===== config.mk =====
export PLATFORM = sky130hd
export DESIGN_NAME = usb_mouse_ps2_packer_flat
export DESIGN_NICKNAME = d
export VERILOG_FILES = /design/src/rtl/usb_mouse_pkg.sv /design/src/rtl/usb_mouse_ps2_packer_if.sv /design/src/rtl/usb_mouse_sat_acc.sv /design/src/rtl/usb_mouse_ps2_packer.sv /design/src/flat_wrapper.sv
export SDC_FILE = /design/constraint.sdc
export NUM_CORES = 1
export LEC_CHECK = 0
export CAP_MARGIN = 20
export CORE_ASPECT_RATIO = 1.2
export CORE_UTILIZATION = 35
export DETAILED_ROUTE_END_ITERATION = 7
export GPL_TIMING_DRIVEN = 1
export PLACE_DENSITY_LB_ADDON = 0.1
export SYNTH_ARGS = -nofsm -noshare
export SYNTH_HDL_FRONTEND = slang
export SYNTH_HIERARCHICAL = 1
export SYNTH_SLANG_ARGS = --single-unit

===== constraint.sdc =====
create_clock -name clk -period 3.8 [get_ports clk]
set_input_delay 0.76 -clock clk [delete_from_list [all_inputs] [get_ports clk]]
set_output_delay 0.76 -clock clk [all_outputs]
set_load 0.02 [all_outputs]

===== src/rtl/usb_mouse_pkg.sv =====
// Shared types for the USB mouse to PS/2 packer: event word layout, flag bits,
// PS/2 delta limits, FSM states and a saturating 16-bit add.
package usb_mouse_pkg;

    typedef struct packed {
        logic       toggle;
        logic [7:0] y;
        logic [7:0] x;
        logic [7:0] flags;
    } ps2_mouse_t;

    localparam int FLG_YOVF = 7;
    localparam int FLG_XOVF = 6;
    localparam int FLG_YSGN = 5;
    localparam int FLG_XSGN = 4;
    localparam int FLG_ONE  = 3;

    localparam int PS2_MIN = -256;
    localparam int PS2_MAX = 255;

    typedef enum logic [1:0] {ST_IDLE, ST_PEND, ST_EMIT} state_e;

    function automatic logic signed [15:0] sat_add16(input logic signed [15:0] a,
                                                     input logic signed [15:0] b);
        logic signed [16:0] s;
        s = $signed({a[15], a}) + $signed({b[15], b});
        if (s > 17'sd32767)
            return 16'sh7FFF;
        else if (s < -17'sd32768)
            return 16'sh8000;
        return s[15:0];
    endfunction

endpackage


===== src/rtl/usb_mouse_ps2_packer_if.sv =====
// Decoded-report inputs and PS/2 event outputs of the packer.
interface usb_mouse_ps2_packer_if;
    import usb_mouse_pkg::*;

    logic               mouse_valid;
    logic [15:0]        report_cnt;
    logic [2:0]         buttons;
    logic signed [15:0] mouse_dx;
    logic signed [15:0] mouse_dy;
    ps2_mouse_t         ps2_mouse;
    logic               pending;

    modport master (output mouse_valid, report_cnt, buttons, mouse_dx, mouse_dy,
                    input  ps2_mouse, pending);
    modport slave  (input  mouse_valid, report_cnt, buttons, mouse_dx, mouse_dy,
                    output ps2_mouse, pending);
endinterface


===== src/rtl/usb_mouse_sat_acc.sv =====
// One motion axis: saturating accumulator, 9-bit PS/2 clamp with overflow flag.
// USB_MOUSE_ACCUM_EN keeps the unsent residual after emit; otherwise latest report wins.
module usb_mouse_sat_acc
    import usb_mouse_pkg::*;
#(
    parameter bit NEG = 1'b0
) (
    input  logic               clk,
    input  logic               reset_n,
    input  logic               add,
    input  logic               emit,
    input  logic signed [15:0] delta,
    output logic [8:0]         p,
    output logic               ovf,
    output logic               nz
);

    logic signed [15:0] acc, acc_nx;
    logic signed [16:0] a17, v;

    // Y is negated before clamping; -(-32768) fits in 17 bits and clamps the same.
    always_comb begin
        a17 = $signed({acc[15], acc});
        v   = NEG ? -a17 : a17;
        if (v > $signed(17'(PS2_MAX))) begin
            p   = 9'h0FF;
            ovf = 1'b1;
        end else if (v < $signed(17'(PS2_MIN))) begin
            p   = 9'h100;
            ovf = 1'b1;
        end else begin
            p   = v[8:0];
            ovf = 1'b0;
        end
    end

`ifdef USB_MOUSE_ACCUM_EN
    logic signed [15:0] p16, res, base;
    always_comb begin
        p16    = $signed({{7{p[8]}}, p});
        res    = NEG ? acc + p16 : acc - p16;
        base   = emit ? res : acc;
        acc_nx = add ? sat_add16(base, delta) : base;
    end
`else
    always_comb begin
        acc_nx = add ? delta : (emit ? 16'sd0 : acc);
    end
`endif

    always_ff @(posedge clk or negedge reset_n) begin
        if (!reset_n) acc <= '0;
        else          acc <= acc_nx;
    end

    assign nz = (acc != 16'sd0);

endmodule


===== src/rtl/usb_mouse_ps2_packer.sv =====
// Turns decoded USB mouse reports into rate-limited MiSTer ps2_mouse event words.
// Optional residual accumulation: `define USB_MOUSE_ACCUM_EN.
module usb_mouse_ps2_packer
    import usb_mouse_pkg::*;
#(
    parameter int MIN_GAP = 48000,
    parameter int GAP_W   = 16
) (
    input  logic                   clk,
    input  logic                   reset_n,
    usb_mouse_ps2_packer_if.slave  bus
);

    localparam logic [GAP_W-1:0] GAP_LD = GAP_W'(MIN_GAP);

    logic               r_valid, armed, more;
    logic [15:0]        r_cnt, last_cnt;
    logic [2:0]         r_btn, cur_btn, last_btn, btn_ref;
    logic signed [15:0] r_dx, r_dy;
    logic               new_rep, evt, emit_now;
    logic [8:0]         px, py;
    logic               x_ovf, y_ovf, x_nz, y_nz;
    logic [7:0]         flags;
    logic [GAP_W-1:0]   gap_cnt;
    state_e             state;
    ps2_mouse_t         pkt;

    assign emit_now = (state == ST_PEND) && (gap_cnt == '0);
    assign new_rep  = armed && r_valid && (r_cnt != last_cnt);
    // Compare against the buttons leaving in this cycle's packet when emitting.
    assign btn_ref  = emit_now ? cur_btn : last_btn;
    assign evt      = new_rep && (r_dx != 16'sd0 || r_dy != 16'sd0 || r_btn != btn_ref);

    always_comb begin
        flags           = '0;
        flags[2:0]      = cur_btn;
        flags[FLG_ONE]  = 1'b1;
        flags[FLG_XSGN] = px[8];
        flags[FLG_YSGN] = py[8];
        flags[FLG_XOVF] = x_ovf;
        flags[FLG_YOVF] = y_ovf;
    end

    // armed lets last_cnt load the live counter once after reset, so a nonzero
    // counter present at release is not mistaken for a new report.
    always_ff @(posedge clk or negedge reset_n) begin
        if (!reset_n) begin
            r_valid  <= 1'b0;
            r_cnt    <= '0;
            r_btn    <= '0;
            r_dx     <= '0;
            r_dy     <= '0;
            armed    <= 1'b0;
            last_cnt <= '0;
            cur_btn  <= '0;
        end else begin
            r_valid <= bus.mouse_valid;
            r_cnt   <= bus.report_cnt;
            r_btn   <= bus.buttons;
            r_dx    <= bus.mouse_dx;
            r_dy    <= bus.mouse_dy;
            armed   <= 1'b1;
            if (!armed)                  last_cnt <= bus.report_cnt;
            else if (!r_valid || new_rep) last_cnt <= r_cnt;
            if (new_rep) cur_btn <= r_btn;
        end
    end

    always_ff @(posedge clk or negedge reset_n) begin
        if (!reset_n) begin
            state    <= ST_IDLE;
            gap_cnt  <= '0;
            pkt      <= '0;
            last_btn <= '0;
            more     <= 1'b0;
        end else begin
            if (emit_now)            gap_cnt <= GAP_LD;
            else if (gap_cnt != '0)  gap_cnt <= gap_cnt - 1'b1;
            case (state)
                ST_IDLE: if (evt) state <= ST_PEND;
                ST_PEND: if (emit_now) begin
                    state      <= ST_EMIT;
                    pkt.flags  <= flags;
                    pkt.x      <= px[7:0];
                    pkt.y      <= py[7:0];
                    pkt.toggle <= ~pkt.toggle;
                    last_btn   <= cur_btn;
                    more       <= evt;
                end
                ST_EMIT: state <= (more || evt || x_nz || y_nz) ? ST_PEND : ST_IDLE;
                default: state <= ST_IDLE;
            endcase
        end
    end

    usb_mouse_sat_acc #(.NEG(1'b0)) u_acc_x (
        .clk(clk), .reset_n(reset_n), .add(evt), .emit(emit_now),
        .delta(r_dx), .p(px), .ovf(x_ovf), .nz(x_nz)
    );

    usb_mouse_sat_acc #(.NEG(1'b1)) u_acc_y (
        .clk(clk), .reset_n(reset_n), .add(evt), .emit(emit_now),
        .delta(r_dy), .p(py), .ovf(y_ovf), .nz(y_nz)
    );

    assign bus.ps2_mouse = pkt;
    assign bus.pending   = (state == ST_PEND);

endmodule


===== src/flat_wrapper.sv =====
// flat-port wrapper written by rule: the top's interface ports become plain ports
module usb_mouse_ps2_packer_flat import usb_mouse_pkg::*;
#(
    parameter int MIN_GAP = 48000,
    parameter int GAP_W   = 16
)
  (clk, reset_n, bus_mouse_valid, bus_report_cnt, bus_buttons, bus_mouse_dx, bus_mouse_dy, bus_ps2_mouse, bus_pending);
  usb_mouse_ps2_packer_if bus_i ();
  input  logic clk;
  input  logic reset_n;
  input wire logic [$bits(bus_i.mouse_valid)-1:0] bus_mouse_valid;
  input wire logic [$bits(bus_i.report_cnt)-1:0] bus_report_cnt;
  input wire logic [$bits(bus_i.buttons)-1:0] bus_buttons;
  input wire logic [$bits(bus_i.mouse_dx)-1:0] bus_mouse_dx;
  input wire logic [$bits(bus_i.mouse_dy)-1:0] bus_mouse_dy;
  output wire logic [$bits(bus_i.ps2_mouse)-1:0] bus_ps2_mouse;
  output wire logic [$bits(bus_i.pending)-1:0] bus_pending;
  assign bus_i.mouse_valid = bus_mouse_valid;
  assign bus_i.report_cnt = bus_report_cnt;
  assign bus_i.buttons = bus_buttons;
  assign bus_i.mouse_dx = bus_mouse_dx;
  assign bus_i.mouse_dy = bus_mouse_dy;
  assign bus_ps2_mouse = bus_i.ps2_mouse;
  assign bus_pending = bus_i.pending;
  usb_mouse_ps2_packer #(.MIN_GAP(MIN_GAP), .GAP_W(GAP_W)) u_core (.clk(clk), .reset_n(reset_n), .bus(bus_i));
endmodule

# Yosys cells after proc, flatten, opt, wreduce, memory -nomap -nowiden

Index checks and enable logic that the tools add are counted.

Add/subtract/negate cells: 2
$lt $le $gt $ge: 4
Equality and inequality tests: 7
Mux-type cells: 20
Bitwise logic cells: 1
Reductions and logical operators: 22

Operators with widths:

| operator                | number |
|---|---|
| $mux W16                | 7 |
| $reduce_bool A16 Y1     | 5 |
| $mux W9                 | 4 |
| $gt A17 B9 Y1 const B   | 1 |
| $lt A17 B9 Y1 const B   | 1 |
| $neg A16 Y17            | 1 |
| $gt A16 B9 Y1 const B   | 1 |
| $logic_not A16 Y1       | 1 |
| $lt A16 B9 Y1 const B   | 1 |
| $ne A16 B16 Y1          | 1 |
| $sub A16 B1 Y16 const B | 1 |
| $logic_or A1 B1 Y1      | 6 |
| $pmux W2 S3             | 1 |
| $mux W1                 | 5 |
| $logic_and A1 B1 Y1     | 4 |
| $mux W2                 | 2 |
| $ne A2 B1 Y1 const B    | 2 |
| $reduce_and A2 Y1       | 2 |
| $reduce_bool A2 Y1      | 2 |
| $mux W3                 | 1 |
| $ne A3 B3 Y1            | 1 |
| $eq A2 B1 Y1 const B    | 1 |
| $eq A2 B2 Y1 const B    | 1 |
| $logic_not A2 Y1        | 1 |
| other kinds (3)         | 3 |

Register bits after elaboration: 151

# Depth between registers and ports, before layout

Gate-level depths: netlist of the first run.

Depth in word-level cells: 11
Depth in mapped cells: 13
Depth with buffers taken out: 10

# Cells and area by module

Netlist of the first run, hierarchy kept.

Modules (own cells, without submodules):

| module                              | instances | cells each | area each (um^2) | sequential area each (um^2) |
|---|---|---|---|---|
| usb_mouse_ps2_packer                | 1         | 358        | 4,445.5          | 2,977.9 |
| usb_mouse_sat_acc at u_core.u_acc_y | 1         | 132        | 1,158.6          | 400.4 |
| usb_mouse_sat_acc at u_core.u_acc_x | 1         | 89         | 807.0            | 400.4 |

# Worst setup path after synthesis of the first run

Ideal clock, no wire load.

Kind: reg2reg
Start: reg u_core.gap_cnt[0]
End: reg u_core.u_acc_y.acc[0]
Setup time: 0.096 ns
Data arrival time: 3.143 ns
Slack: 0.561 ns
Cell stages (with the launch flop): 13
Buffers on the path: 2
Period minus slack after synthesis: 3.239 ns
Cells stage by stage: dfrtp_1 inv_1 ha_1 nor3b_2 nand4_1 nor2_1 nand2_1 a21o_1 a21boi_1 clkbuf_1 clkbuf_1 nand2_1 o31ai_1

Longest elaborated chain between the ends: 7
Elaborated cells between the ends (all ways): 8

Ends and longest elaborated chain:

| what                                                  | RTL line                   | RTL |
|---|---|---|
| from (decl)                                           | usb_mouse_ps2_packer.sv:24 | `logic [GAP_W-1:0] gap_cnt;` |
| from (signal assigned)                                | usb_mouse_ps2_packer.sv:78 | `else if (gap_cnt != '0) gap_cnt <= gap_cnt - 1'b1;` |
| $logic_not A16 Y1 *                                   | usb_mouse_ps2_packer.sv:28 | `assign emit_now = (state == ST_PEND) && (gap_cnt == '0);` |
| $logic_and A1 B1 Y1 *                                 | usb_mouse_ps2_packer.sv:28 |  |
| named net u_core.emit_now                             | usb_mouse_ps2_packer.sv:20 | `logic new_rep, evt, emit_now;` |
| $mux W3 *                                             | --                         |  |
| $ne A3 B3 Y1 *                                        | usb_mouse_ps2_packer.sv:32 | `assign evt = new_rep && (r_dx != 16'sd0 \|\| r_dy != 16'sd0 \|\| r_btn != btn_ref);` |
| $logic_or A1 B1 Y1 *                                  | usb_mouse_ps2_packer.sv:32 |  |
| $logic_and A1 B1 Y1 *                                 | usb_mouse_ps2_packer.sv:32 |  |
| named net u_core.evt                                  | usb_mouse_ps2_packer.sv:20 |  |
| $mux W16 / $reduce_bool A2 Y1 (equally long branches) | --                         |  |
| to (signal assigned)                                  | usb_mouse_sat_acc.sv:53    | `else acc <= acc_nx;` |
| to (decl)                                             | usb_mouse_sat_acc.sv:18    | `logic signed [15:0] acc, acc_nx;` |

Mark *: on every way through the listed nets, which the timed path passes. The rest lies on a longest branch.
A chain may end at the register's enable or synchronous reset.

# Worst setup path in the final report of the first run

Start: reg u_core.gap_cnt[0]
End: reg u_core.u_acc_y.acc[9]

The elaborated chain is that of the path after synthesis.

==> flow_summary.toml, run 1 <==
[final_layout]
syn2layout_area_growth_pct = 25.47
instances_no_fill = 897
n_antenna_cell = 0
drive_gt1_share_pct = 11.23
final_nets = 722

[cts]
post_cts_buffers = 0
cts.sinks = 151
ctsResizeCount = 0
cts.path.max_buffers = 2
worstSkewPairLatency_ps = 410
cts_buffers = 17
cts_tree = "done"
cts-root-buf = "clkbuf_16"
cts_hold_buffers = 0
clk_pin_slew_ps = 60
h-tree-depth = 4

[critical_path]
cpMaxStageDelayCell = "dfrtp_1"
worst_setup_path_end_kind = "flop"
cp.required_ps = 4120
cp_common_cell = "buf_4"
path_class = "flop to flop"
arrival_ps = 3600
critPathTopFamily = "simple AND/OR/NAND/NOR gates"
path_cells = "inv_1 -> ha_1 -> nor3b_2 -> nand4_1 -> nor2_1 -> buf_4 -> a31oi_1 -> a211oi_2 -> a21boi_4 -> buf_4 -> nand2b_1 -> o21ai_0"
crit_fanout = 43
critPathMaxStageDelay_ps = 380
cp-start-kind = "flop"
path_buf_inv = 3

[synthesis]
synthArstFlopShare_pct = 100.0
synth_top_area_share_pct = 58.94
ys_top_cells_by_area = "dfrtp_1 59%, nand2_1 7.1%, mux2_2 3.3%"
synth_flop_cell = "dfrtp_1"
ys_seq_elements = 151
ys_types = 61
ys_warn_count = 6
yosys-top-cells-count = "151 x dfrtp_1, 121 x nand2_1, 35 x o21ai_0, 34 x nand2b_1, 23 x xor2_1"
syn-num-nets = 637
yosysSeqAreaShare_pct = 58.94
synth_edf_count = 0
synth_top_cell_by_area = "dfrtp_1"
avgSynthCellArea_um2 = 11.07
syn_area_um2 = 6411
yosysMostFrequentCell = "dfrtp_1"
syn_inst = 579

[detailed_routing]
vias = 4456
ant_nets = 0
vias_per_cell = 4.968
routed_wl_um = 13530
drc = 3
post_drt_wl_per_cell_um = 15.09
first_iter_violations = 282
dr.pass1.iters = 8

[timing]
rsz0062_at_grt = "false"
hold_viol_final = 0
tightestPinTransition_ps = 868.5
finalCritPeriodShare_pct = 86.24
slew_headroom_pct = 41.89
maxSlewViolCount = 0
finalSetupTns_ps = 0
fin_crit_ps = 3277
finalSetupViolations = 0
finClkSkew_ps = 8.781
max_freq_mhz = 305.1

[floorplan]
placeableCoreArea_um2 = 17710
die_y_um = 150.3
dieArea_um2 = 18870
die_w_um = 125.6
start_util_pct = 36.21
fp-row-count = 53
io_pins = 80

[global_route]
grtUsageTotal_pct = 15.66
antenna_found_initial = 0
grt_pass1_vias = 4537
grt_pass1_wl_um = 22890
grt_overflow = 0
grt_max_degree = 79

[placement]
place_inst = 865
dp_hpwl_um = 9745
gp_congestion = 0.7851
io_buffers = 79

[status]
violations = "DRC"
status = "finished with violations"

[power]
p_per_area_nw_per_um2 = 508.4
p_leak_nw = 3.468
irDropWorstVdd_v = 0.0002845

[worst_hold_path]
hold_path.class = "input port to asynchronous set/reset pin"

[job]
drv_cap = 0
[through the flow]
| stage | power, W | hold WS (ps) | cell area, µm² | util [%] | setup WS, ps |
|---|---|---|---|---|---|
| final | 0.004090 | 395.3 | 8044 | 45.43 | 522.7 |
| after global routing | 0.004316 | 458.6 | 8044 | 45.43 | 251.5 |
| after CTS | 0.004147 | 418.7 | 8044 | 45.43 | 572.1 |
| after detailed placement | 0.002532 | 451.5 | 7478 | 42.24 | 591.9 |
| after global placement | 0.002516 | 451.0 | 7478 | 42.24 | 776.9 |
| after floorplan | 0.002299 | 452.0 | 6411 | - | 561.0 |
[report_power, final]
part / switching (W) / total [W] / internal, W
Sequential: 0.000200 / 0.00197 / 0.00178
Combinational: 0.000258 / 0.000523 / 0.000265
Clock: 0.000664 / 0.00159 / 0.000928
Total: 0.00112 / 0.00409 / 0.00297
[path summary, 6_finish.rpt]
path | cells past startpoint | slack [ps] | to | start
max | 12 | 520 | u_core/u_acc_y/acc[9] | u_core/gap_cnt[0]
min | 1 | 400 | u_core/bus.ps2_mouse[23] | reset_n
max reg2reg | 12 | 520 | u_core/u_acc_y/acc[9] | u_core/gap_cnt[0]
min reg2reg | 1 | 460 | u_core/bus.ps2_mouse[3] | u_core/bus.ps2_mouse[3]
max in group asynchronous | 2 | 2620 | u_core/state[0] | reset_n
min in group clk | 1 | 460 | u_core/bus.ps2_mouse[3] | u_core/bus.ps2_mouse[3]
[registers in the layout (all words and copies together) (netlist names)]
name                  flops
u_core/bus.ps2_mouse     25
u_core/gap_cnt           16
u_core/last_cnt          16
u_core/r_cnt             16
u_core/r_dx              16
u_core/r_dy              16
u_core/u_acc_x/acc       16
u_core/u_acc_y/acc       16
u_core/cur_btn            3
u_core/last_btn           3
u_core/r_btn              3
u_core/state              2
u_core/armed              1
u_core/more               1
u_core/r_valid            1
[cell type report]
| cell class | count | area, µm² |
|---|---|---|
| multi-input combinational | 398 | 2526 |
| timing repair buffer | 87 | 864.6 |
| sequential | 151 | 3779 |
| clock inverter | 12 | 118.9 |
| fill | 1666 | 9662 |
| tap | 220 | 275.3 |
| inverter | 9 | 33.78 |
| clock buffer | 20 | 446.7 |
[routing by layer]
layer	wire length, µm	track usage, %	vias to the layer above	share of wire (%)
li1	-	-	2173	-
met5	0	0	-	0
met4	114	5.549	0	0.84
met2	6463	25.08	95	48
met3	659	4.478	7	4.9
met1	6297	20.25	2181	47
[cell families after synthesis]
logic type,Yosys count,synth area share (%)
other,1,0.05849
adders and majority gates,4,0.7807
AOI/OAI and AO/OA,91,9.387
xor gates and xnor gates,34,4.645
DFF,151,58.94
and+or+nand+nor,246,20.55
muxes,22,3.806
buffers and inverters,30,1.834
[placed cells by master, fill, tap and decap left out, types with 9 or more instances in the layout]
master | netlist | layout
xor2_1 | 23 | 23
nor4_1 | 18 | 18
o21ai_1 | 9 | 9
dfrtp_1 | 151 | 151
nor3_1 | 10 | 10
nand2b_1 | 34 | 34
o21ai_0 | 35 | 35
xnor2_1 | 11 | 11
a21o_1 | 9 | 9
clkbuf_16 | 0 | 17
nand2_1 | 121 | 121
nor2_1 | 15 | 15
clkdlybuf4s50_1 | 0 | 78
mux2_2 | 19 | 19
(Power assumes the default switching activity.)
==> run 2, diff against run 1 <==
--- a/config.mk
+++ b/config.mk
@@ -10,8 +10,10 @@
 export CORE_UTILIZATION = 35
 export DETAILED_ROUTE_END_ITERATION = 7
 export GPL_TIMING_DRIVEN = 1
+export MAX_ROUTING_LAYER = met4
 export PLACE_DENSITY_LB_ADDON = 0.1
 export SYNTH_ARGS = -nofsm -noshare
 export SYNTH_HDL_FRONTEND = slang
 export SYNTH_HIERARCHICAL = 1
 export SYNTH_SLANG_ARGS = --single-unit
+export TNS_END_PERCENT = 50
==> run 2 against run 1 <==
- the flow still finishes with violations (DRC)
- total power about the same
- global-route usage is 0.51 points higher
- combinational power is essentially flat
- critical path depth stayed put
- flip-flop and latch count unchanged
- setup slack improved by 18 ps
- core utilization did not move
- routed wire length rose by 0.27%
- critical endpoint is now u_core/u_acc_y/acc[2]
==> flow_summary.toml, run 2 (synthesized netlist as in run 1, its figures left out) <==
[power]
p_per_area_nw_per_um2 = 508.9
seqPwrFrac_pct = 48.2
power_switching_w = 0.001125
p_int_w = 0.002968
p_clk_share_pct = 39.0
p_comb_share_pct = 12.8
irDropWorstVdd_v = 0.0002840
netSwitchingFraction_pct = 27.48
power_w = 0.004094
p_leak_nw = 3.468

[floorplan]
fp-row-count = 53
die_y_um = 150.3
io_pins = 80
placeableCoreArea_um2 = 17710
start_util_pct = 36.21
dieArea_um2 = 18870
die_w_um = 125.6

[global_route]
grt.met1_usage_pct = 20.92
grt_overflow = 0
grtUsageTotal_pct = 16.17
grt_pass1_wl_um = 22890
met3_usage_pct = 3.731
grt_pass1_vias = 4552
grt_max_degree = 79
antenna_found_initial = 0
use_met2_pct = 25.00
busiest_layer = "met2"

[critical_path]
cp-start-kind = "flop"
path_buf_inv = 3
path_class = "flop to flop"
critPathMaxStageDelay_ps = 380
worst_setup_path_end_kind = "flop"
cpMaxStageDelayCell = "dfrtp_1"
path_cells = "inv_1 -> ha_1 -> nor3b_2 -> nand4_1 -> nor2_1 -> buf_4 -> a31oi_1 -> a211oi_2 -> a21boi_4 -> buf_4 -> nand2b_1 -> o21ai_0"
crit_fanout = 43
cp_common_cell = "buf_4"
arrival_ps = 3580
critPathTopFamily = "simple AND/OR/NAND/NOR gates"
cp.required_ps = 4120

[final_layout]
n_antenna_cell = 0
final_common_cell = "dfrtp_1"
final_nets = 722
syn2layout_area_growth_pct = 25.47
largest_register_ff_count = 25
instances_no_fill = 897
layout_common_cells = "151 x dfrtp_1, 121 x nand2_1, 78 x clkdlybuf4s50_1"
drive_gt1_share_pct = 11.23

[timing]
max_freq_mhz = 306.8
finalCritPeriodShare_pct = 85.78
hold_viol_final = 0
finClkSkew_ps = 12.14
setup_ws_ps = 540.4
slew_headroom_pct = 42.45
finalSetupTns_ps = 0
whs_ps = 392.8
fin_crit_ps = 3260
rsz0062_at_grt = "false"
finalSetupViolations = 0
tightestPinTransition_ps = 860.1
maxSlewViolCount = 0

[detailed_routing]
vias_per_cell = 4.946
post_drt_wl_per_cell_um = 15.13
ant_nets = 0
dr.pass1.iters = 6
routed_wl_um = 13570
vias = 4437
first_iter_violations = 284
drc = 3

[worst_hold_path]
hold_path.class = "input port to asynchronous set/reset pin"

[placement]
dp_slack_ps = 591.9
io_buffers = 79
gp_congestion = 0.8000
dp_hpwl_um = 9745
place_inst = 865

[status]
status = "finished with violations"
violations = "DRC"

[cts]
cts-root-buf = "clkbuf_16"
cts_tree = "done"
post_cts_buffers = 0
ctsResizeCount = 0
cts_hold_buffers = 0
cts_buffers = 17
cts.sinks = 151
cts.path.max_buffers = 2
worstSkewPairLatency_ps = 410
clk_pin_slew_ps = 60
h-tree-depth = 4

[job]
drv_cap = 0
[run 2: cell counts in the layout (fill, tap and decap cells not counted)]
Identical to the previous run, type by type.
[run 2: path summary, 6_finish.rpt]
kind                                         start                       end  slack [ps]  cells past startpoint
min in group clk           u_core/bus.ps2_mouse[3]   u_core/bus.ps2_mouse[3]         460                      1
min reg2reg                u_core/bus.ps2_mouse[3]   u_core/bus.ps2_mouse[3]         460                      1
max reg2reg                      u_core/gap_cnt[0]     u_core/u_acc_y/acc[2]         540                     12
max in group asynchronous                  reset_n           u_core/state[0]        2610                      2
max                              u_core/gap_cnt[0]     u_core/u_acc_y/acc[2]         540                     12
min                                        reset_n  u_core/bus.ps2_mouse[17]         390                      1
[run 2: routing by layer]
metal | up-vias | share of wire (%)
met4 | 0 | 0.84
met3 | 7 | 3.5
li1 | 2173 | -
met2 | 89 | 48
met1 | 2168 | 48
met5 | - | 0
[run 2: power groups by stage]
stage / logic (W) / clock network (W) / registers (W)
final: 0.000524 / 0.00159 / 0.00198
after global placement: 0.000522 / 0 / 0.00199
after CTS: 0.000533 / 0.00164 / 0.00197
after floorplan: 0.000323 / 0 / 0.00198
after detailed placement: 0.000531 / 0 / 0.00200
after global routing: 0.000591 / 0.00173 / 0.00200
[run 2: through the flow]
step | utilization (%) | area, µm²
after floorplan | - | 6411
after global placement | 42.24 | 7478
after detailed placement | 42.24 | 7478
after CTS | 45.43 | 8044
after global routing | 45.43 | 8044
final | 45.43 | 8044
[run 2: layout make-up]
type                    instances  area [µm²]
repair buffers                 87       864.6
clock buffers                  20       446.7
inverters                       9       33.78
clock inverters                12       118.9
well taps                     220       275.3
fillers                      1666        9662
flip-flops and latches        151        3779
multi-input cells             398        2526
